<file path="config.mk">
export PLATFORM = sky130hd
export DESIGN_NAME = user_cnn_ctrl
export DESIGN_NICKNAME = d
export VERILOG_FILES = /design/src/rtl/user_cnn_ctrl.sv
export SDC_FILE = /design/constraint.sdc
export NUM_CORES = 1
export LEC_CHECK = 0
export CAP_MARGIN = 20
export CORE_ASPECT_RATIO = 0.7
export CORE_MARGIN = 2
export CORE_UTILIZATION = 45
export DETAILED_ROUTE_END_ITERATION = 10
export GPL_ROUTABILITY_DRIVEN = 0
export PLACE_DENSITY = 0.73
export SLEW_MARGIN = 20
export SYNTH_ARGS = -nofsm -noshare
export SYNTH_HDL_FRONTEND = slang
export SYNTH_SLANG_ARGS = --single-unit
</file>
<file path="constraint.sdc">
create_clock -name clk_i -period 7.6 [get_ports clk_i]
set_input_delay 1.14 -clock clk_i [delete_from_list [all_inputs] [get_ports clk_i]]
set_output_delay 1.14 -clock clk_i [all_outputs]
set_load 0.02 [all_outputs]
</file>
<file path="src/rtl/user_cnn_ctrl.sv">
// user_cnn_ctrl: OBI subordinate that configures and sequences the CNN
// accelerator tile by tile.
//   clk_i, rst_ni          : clock, asynchronous active-low reset
//   obi_*                  : OBI subordinate port. Grant is always given and
//                            the response follows one cycle after the request.
//   tile_valid_o/ready_i   : tile issue handshake towards the CNN datapath
//   tile_idx_o             : index of the tile being issued or processed
//   tile_done_i            : single-cycle completion pulse for the current tile
//   irq_o                  : level interrupt, registered DONE & IRQ_EN
// Register map (addr[4:2]): 0 CTRL, 1 STATUS, 2 NUM_TILES, 3 TILE_IDX, 4 TIMEOUT.
module user_cnn_ctrl #(
  parameter int IdWidth  = 1,
  parameter int CntWidth = 16
) (
  input  logic                clk_i,
  input  logic                rst_ni,
  input  logic                obi_req_i,
  output logic                obi_gnt_o,
  input  logic [31:0]         obi_addr_i,
  input  logic                obi_we_i,
  input  logic [3:0]          obi_be_i,
  input  logic [31:0]         obi_wdata_i,
  input  logic [IdWidth-1:0]  obi_aid_i,
  output logic                obi_rvalid_o,
  output logic [31:0]         obi_rdata_o,
  output logic [IdWidth-1:0]  obi_rid_o,
  output logic                obi_err_o,
  output logic                tile_valid_o,
  input  logic                tile_ready_i,
  output logic [CntWidth-1:0] tile_idx_o,
  input  logic                tile_done_i,
  output logic                irq_o
);

  typedef enum logic [1:0] {S_IDLE, S_ISSUE, S_WAIT, S_FINISH} state_t;

  state_t r_state;
  state_t w_state_next;

  logic                r_rvalid;
  logic [31:0]         r_rdata;
  logic [IdWidth-1:0]  r_rid;
  logic                r_err;
  logic                r_irq_en;
  logic                r_done;
  logic                r_to_flag;
  logic [CntWidth-1:0] r_num_tiles;
  logic [CntWidth-1:0] r_timeout_val;
  logic [CntWidth-1:0] r_idx;
  logic [CntWidth-1:0] r_timer;
  logic                r_irq;

  logic [2:0]          w_reg_idx;
  logic                w_wr;
  logic                w_rd;
  logic                w_addr_ok;
  logic                w_busy;
  logic                w_ctrl_wr;
  logic                w_stat_wr;
  logic                w_start;
  logic                w_abort;
  logic                w_last;
  logic                w_expire;
  logic [31:0]         w_be_mask;
  logic [CntWidth-1:0] w_mask;
  logic [CntWidth-1:0] w_num_merge;
  logic [CntWidth-1:0] w_to_merge;
  logic [31:0]         w_rdata;
  logic                w_unused;

  assign w_reg_idx = obi_addr_i[4:2];
  assign w_wr      = obi_req_i & obi_we_i;
  assign w_rd      = obi_req_i & ~obi_we_i;
  assign w_addr_ok = (w_reg_idx <= 3'd4);
  assign w_busy    = (r_state != S_IDLE);
  assign w_ctrl_wr = w_wr & (w_reg_idx == 3'd0) & obi_be_i[0];
  assign w_stat_wr = w_wr & (w_reg_idx == 3'd1) & obi_be_i[0];
  // ABORT takes precedence over a START carried in the same write.
  assign w_abort   = w_ctrl_wr & obi_wdata_i[2];
  assign w_start   = w_ctrl_wr & obi_wdata_i[0] & ~obi_wdata_i[2];
  assign w_last    = (r_idx == r_num_tiles - CntWidth'(1));
  // A done pulse in the expiry cycle wins over the timeout.
  assign w_expire  = (r_timeout_val != '0) &&
                     (r_timer == r_timeout_val - CntWidth'(1)) && !tile_done_i;

  generate
    for (genvar gi = 0; gi < 4; gi++) begin : g_be
      assign w_be_mask[gi*8 +: 8] = {8{obi_be_i[gi]}};
    end
  endgenerate

  assign w_mask      = w_be_mask[CntWidth-1:0];
  assign w_num_merge = (r_num_tiles & ~w_mask) | (obi_wdata_i[CntWidth-1:0] & w_mask);
  assign w_to_merge  = (r_timeout_val & ~w_mask) | (obi_wdata_i[CntWidth-1:0] & w_mask);

  always_comb begin
    w_rdata = '0;
    case (w_reg_idx)
      3'd0:    w_rdata = {30'd0, r_irq_en, 1'b0};
      3'd1:    w_rdata = {29'd0, r_to_flag, r_done, w_busy};
      3'd2:    w_rdata = 32'(r_num_tiles);
      3'd3:    w_rdata = 32'(r_idx);
      3'd4:    w_rdata = 32'(r_timeout_val);
      default: w_rdata = '0;
    endcase
  end

  always_comb begin
    w_state_next = r_state;
    case (r_state)
      S_IDLE:   if (w_start && r_num_tiles != '0) w_state_next = S_ISSUE;
      S_ISSUE: begin
        if (w_abort)           w_state_next = S_IDLE;
        else if (tile_ready_i) w_state_next = S_WAIT;
      end
      S_WAIT: begin
        if (w_abort)          w_state_next = S_IDLE;
        else if (tile_done_i) w_state_next = w_last ? S_FINISH : S_ISSUE;
        else if (w_expire)    w_state_next = S_IDLE;
      end
      S_FINISH: w_state_next = S_IDLE;
      default:  w_state_next = S_IDLE;
    endcase
  end

  always_ff @(posedge clk_i or negedge rst_ni) begin
    if (!rst_ni) r_state <= S_IDLE;
    else         r_state <= w_state_next;
  end

  always_ff @(posedge clk_i or negedge rst_ni) begin
    if (!rst_ni) begin
      r_rvalid      <= 1'b0;
      r_rdata       <= '0;
      r_rid         <= '0;
      r_err         <= 1'b0;
      r_irq_en      <= 1'b0;
      r_done        <= 1'b0;
      r_to_flag     <= 1'b0;
      r_num_tiles   <= '0;
      r_timeout_val <= '0;
      r_idx         <= '0;
      r_timer       <= '0;
      r_irq         <= 1'b0;
    end else begin
      r_rvalid <= obi_req_i;
      r_err    <= obi_req_i & ~w_addr_ok;
      r_rdata  <= w_rd ? w_rdata : 32'd0;
      if (obi_req_i) r_rid <= obi_aid_i;

      if (w_ctrl_wr) r_irq_en <= obi_wdata_i[1];
      if (w_wr && w_reg_idx == 3'd2 && !w_busy) r_num_tiles   <= w_num_merge;
      if (w_wr && w_reg_idx == 3'd4 && !w_busy) r_timeout_val <= w_to_merge;

      // DONE: set on job completion or on an empty job, cleared by a new job
      // or a write-1 to STATUS.
      if (r_state == S_FINISH)                   r_done <= 1'b1;
      else if (r_state == S_IDLE && w_start)     r_done <= (r_num_tiles == '0);
      else if (w_stat_wr && obi_wdata_i[1])      r_done <= 1'b0;

      if (r_state == S_WAIT && !w_abort && w_expire)                   r_to_flag <= 1'b1;
      else if (r_state == S_IDLE && w_start && r_num_tiles != '0)      r_to_flag <= 1'b0;
      else if (w_stat_wr && obi_wdata_i[2])                            r_to_flag <= 1'b0;

      if (r_state == S_IDLE && w_start && r_num_tiles != '0)
        r_idx <= '0;
      else if (r_state == S_WAIT && !w_abort && tile_done_i && !w_last)
        r_idx <= r_idx + CntWidth'(1);

      if (r_state == S_ISSUE && tile_ready_i) r_timer <= '0;
      else if (r_state == S_WAIT)             r_timer <= r_timer + CntWidth'(1);

      r_irq <= r_done & r_irq_en;
    end
  end

  assign obi_gnt_o    = 1'b1;
  assign obi_rvalid_o = r_rvalid;
  assign obi_rdata_o  = r_rdata;
  assign obi_rid_o    = r_rid;
  assign obi_err_o    = r_err;
  assign tile_valid_o = (r_state == S_ISSUE);
  assign tile_idx_o   = r_idx;
  assign irq_o        = r_irq;

  // Address bits outside [4:2] and wide data/strobe bits are not decoded.
  assign w_unused = ^{obi_addr_i[31:5], obi_addr_i[1:0], obi_wdata_i, obi_be_i};

endmodule

</file>
==> metrics.md <==
| Metric | Value |
|---|---|
| Worst min path class | `reg -> reg` |
| Unique cell type count in the Yosys netlist | `63` |
| Post-cts hold buffer count | `0` |
| Tmin final | `3.667 ns` |
| Global-route wire length before repair | `22.03 mm` |
| RSZ-0062 raised after global routing | `no` |
| FILL cells | `1,048` |
| Worst Hold Endpoint | `obi_rid_o$_DFFE_PN0P_` |
| Worst path arrival time | `3.89 ns` |
| Total number of H-tree levels | `3` |
| Max Freq | `0.2727 GHz` |
| Clk slew on worst S/H paths | `0.07 ns` |
| Fin crit share | `48.25%` |
| Die height | `95.78 um` |
| Synth Register Bits | `89` |
| Synth top area share | `41.13%` |
| Most common cell after layout, fill and taps aside | `dfrtp_1` |
| CP Max Fanout | `17` |
| Critical path class | `reg -> reg` |
| DR vias | `4,630` |
| Setup TNS | `0 ns` |
| Routed Antenna Nets | `0` |
| Pwr dens | `276.4 nW/um2` |
| Dominant synthesized flop cell | `dfrtp_1` |
| R2R cell count | `9` |
| Layout cells sized above 1 | `10.79%` |
| Crit-path max cell delay | `0.91 ns` |
| Chip width | `135.1 um` |
| Slew Limit Fails | `0` |
| DRT iter0 DRCs | `361` |
| Vias per cell | `5.883` |
| Clock root cell | `clkbuf_16` |
| Final Net Count | `704` |
| Clock power frac | `26.2%` |
| Inst Count DP | `771` |
| Met2 routed WL | `5.747 mm` |
| Clock buffer depth | `2` |
| Pin count of the biggest net entering global routing | `68` |
| Switch Pwr | `666.8 uW` |
| Site Rows | `33` |
| Async S/R FF share, synth | `100.0%` |
| Part of the Yosys area used for sequential elements | `41.13%` |
| Sequential share of power | `41.2%` |
| Clk sinks | `89` |
| Met3 WL | `1.103 mm` |
| Fin Clk Skew | `0.006235 ns` |
| Min-Delay Startpoint | `obi_rid_o$_DFFE_PN0P_` |
| Core Util, Final | `54.46%` |
| Post-Syn Area | `5415 um2` |
| Final hold vios | `0` |
| Critical path buffers and inverters | `1` |
| Worst-Skew Late Latency | `0.35 ns` |
| Max-cap violation count | `0` |
| Hpwl dp | `10.31 mm` |
| Die area | `12,940 um2` |
| Diode count | `0` |
| Internal power | `1098 uW` |
| Crit end category | `register` |
| Initial antenna violation count | `0` |
| Maximum VDD drop | `0.1470 mV` |
| Leakage | `0.002618 uW` |
| Gr ovfl total | `0` |
| Metal-1 WL | `6.766 mm` |
| CP startpoint kind | `register` |
| Port Buffers | `64` |
| Reg2reg setup slack | `3.93 ns` |
| Drt drc | `0` |
| Post-CTS setup repair buffer count | `0` |
| Slowest cell on crit path | `o41ai_4` |
| DR pass1 iterations | `5` |
| IO Pins | `129` |
| Largest cells by area after synthesis | `dfrtp_1, mux2_2, nor2_1` |
| Top Metal Used | `met4` |
| Vias in the first global route | `4,240` |
| Number of flops mapped to enable cells by yosys | `0` |
| Final Non-Filler Cells | `787` |
| Synth area leader | `dfrtp_1` |
| Most frequent cells in the layout | `dfrtp_1, clkdlybuf4s50_1, nor2_1` |
| Critical R2R Capture | `tile_idx_o[10]$_DFFE_PN0P_` |
| DR WL/cell | `17.52 um` |
| Syn Inst Count | `579` |
| Critical path's top delay family | `compound AO/OA/AOI/OAI gates` |
| TritonCTS Buffers | `9` |
| Synth Warn # | `0` |
| Critical Path RT | `7.83 ns` |
| Worst-Margin Slew | `1.044 ns` |
| GRT Overall Usage | `22.17%` |
| Cells on Worst Hold Path | `1` |
| Initial Util | `46.18%` |
| Comb pwr share | `32.6%` |
| Crit-path cells | `inv_1, ha_1, nor2b_1, xnor2_1, o41ai_1, o2111ai_2, o41ai_4, nor4_1, mux2i_1` |
| Routed WL | `13.79 mm` |
| Core footprint | `11,730 um2` |
| Worst slew margin | `29.84%` |
| Syn avg cell area | `9.353 um2` |
| Switching part of the total power | `37.78%` |
| Layout area overhead | `17.93%` |
| Status | `complete, no violations` |
| Post-CTS Resized | `0` |
| TritonCTS clock tree | `done` |
| Endpoints failing setup | `0` |
cell usage after synthesis (all sizes together), types with 9 or more instances:
| cell | instances |
|---|---|
| xor2 | 19 |
| nor2 | 58 |
| nand2 | 40 |
| and3 | 10 |
| dfrtp | 89 |
| clkbuf | 22 |
| a21oi | 35 |
| nor4 | 9 |
| o21ai | 34 |
| xnor2 | 24 |
| nand4 | 9 |
| buf | 24 |
| inv | 10 |
| mux2 | 32 |
| nand3 | 30 |
| mux2i | 19 |
| nor3 | 15 |
power by group through the flow:
stage	Combinational [uW]	Clock, uW	Sequential, uW
after floorplan	444	0	689
after global placement	538	0	723
after detailed placement	564	0	730
after CTS	569	467	723
after global routing	631	488	747
final	576	463	726
worst max path at each step:
stage	cells past startpoint	start	slack, ns	end
final	9	register	3.93	tile_idx_o[10]$_DFFE_PN0P_
after global placement	7	obi_addr_i[2]	3.86	register
after CTS	9	register	4.05	tile_idx_o[8]$_DFFE_PN0P_
after detailed placement	9	obi_addr_i[2]	3.84	tile_idx_o[15]$_DFFE_PN0P_
after global routing	9	register	3.83	tile_idx_o[8]$_DFFE_PN0P_
after floorplan	5	obi_addr_i[3]	4.85	register
worst reg2reg max path, stage by stage (launching register included):
cell       delay, ns
dfrtp_1         0.45
inv_1           0.11
ha_1            0.26
nor2b_1         0.40
xnor2_1         0.12
o41ai_1         0.60
o2111ai_2       0.37
o41ai_4         0.91
nor4_1          0.16
mux2i_1         0.16
per-layer routing:
layer | vias to the layer above | GRT usage, %
met5 | - | 0
met4 | 0 | 4.774
met3 | 18 | 5.845
met2 | 193 | 31.94
met1 | 2267 | 33.34
li1 | 2152 | -
layout make-up:
| cell class | instances | area, um2 | share of cell area [%] |
|---|---|---|---|
| well taps | 157 | 196.4 | 3.076 |
| repair buffers | 66 | 653.1 | 10.23 |
| flip-flops and latches | 89 | 2227 | 34.87 |
| multi-input cells | 449 | 2965 | 46.43 |
| inverters | 10 | 37.54 | 0.5878 |
| clock inverters | 6 | 67.56 | 1.058 |
| clock buffers | 10 | 239.0 | 3.742 |
cell families (layout without fill, tap and decap cells):
| kind of cell | Yosys count | count (layout) | share of synthesized area (%) |
|---|---|---|---|
| AO/OA/AOI/OAI | 114 | 114 | 13.82 |
| XOR/XNOR | 43 | 43 | 6.955 |
| adder cells (fa/ha/maj) | 4 | 4 | 0.9243 |
| buffers and inverters | 56 | 92 | 5.268 |
| flip-flops | 89 | 89 | 41.13 |
| multiplexers | 51 | 51 | 10.17 |
| other | 2 | 17 | 0.1387 |
| AND/OR/NAND/NOR | 220 | 220 | 21.60 |
stage by stage:
stage          hold WS [ns]  area (um2)  setup WS [ns]  power [uW]
6_report             0.5200        6386          3.933        1765
2_1_floorplan        0.4697        5472          4.849        1133
5_1_grt              0.5523        6386          3.829        1866
4_1_cts              0.5247        6386          4.052        1759
3_3_place_gp         0.4912        6080          3.861        1261
3_5_place_dp         0.5099        6080          3.840        1294
Power figures use the tool's default switching activity.
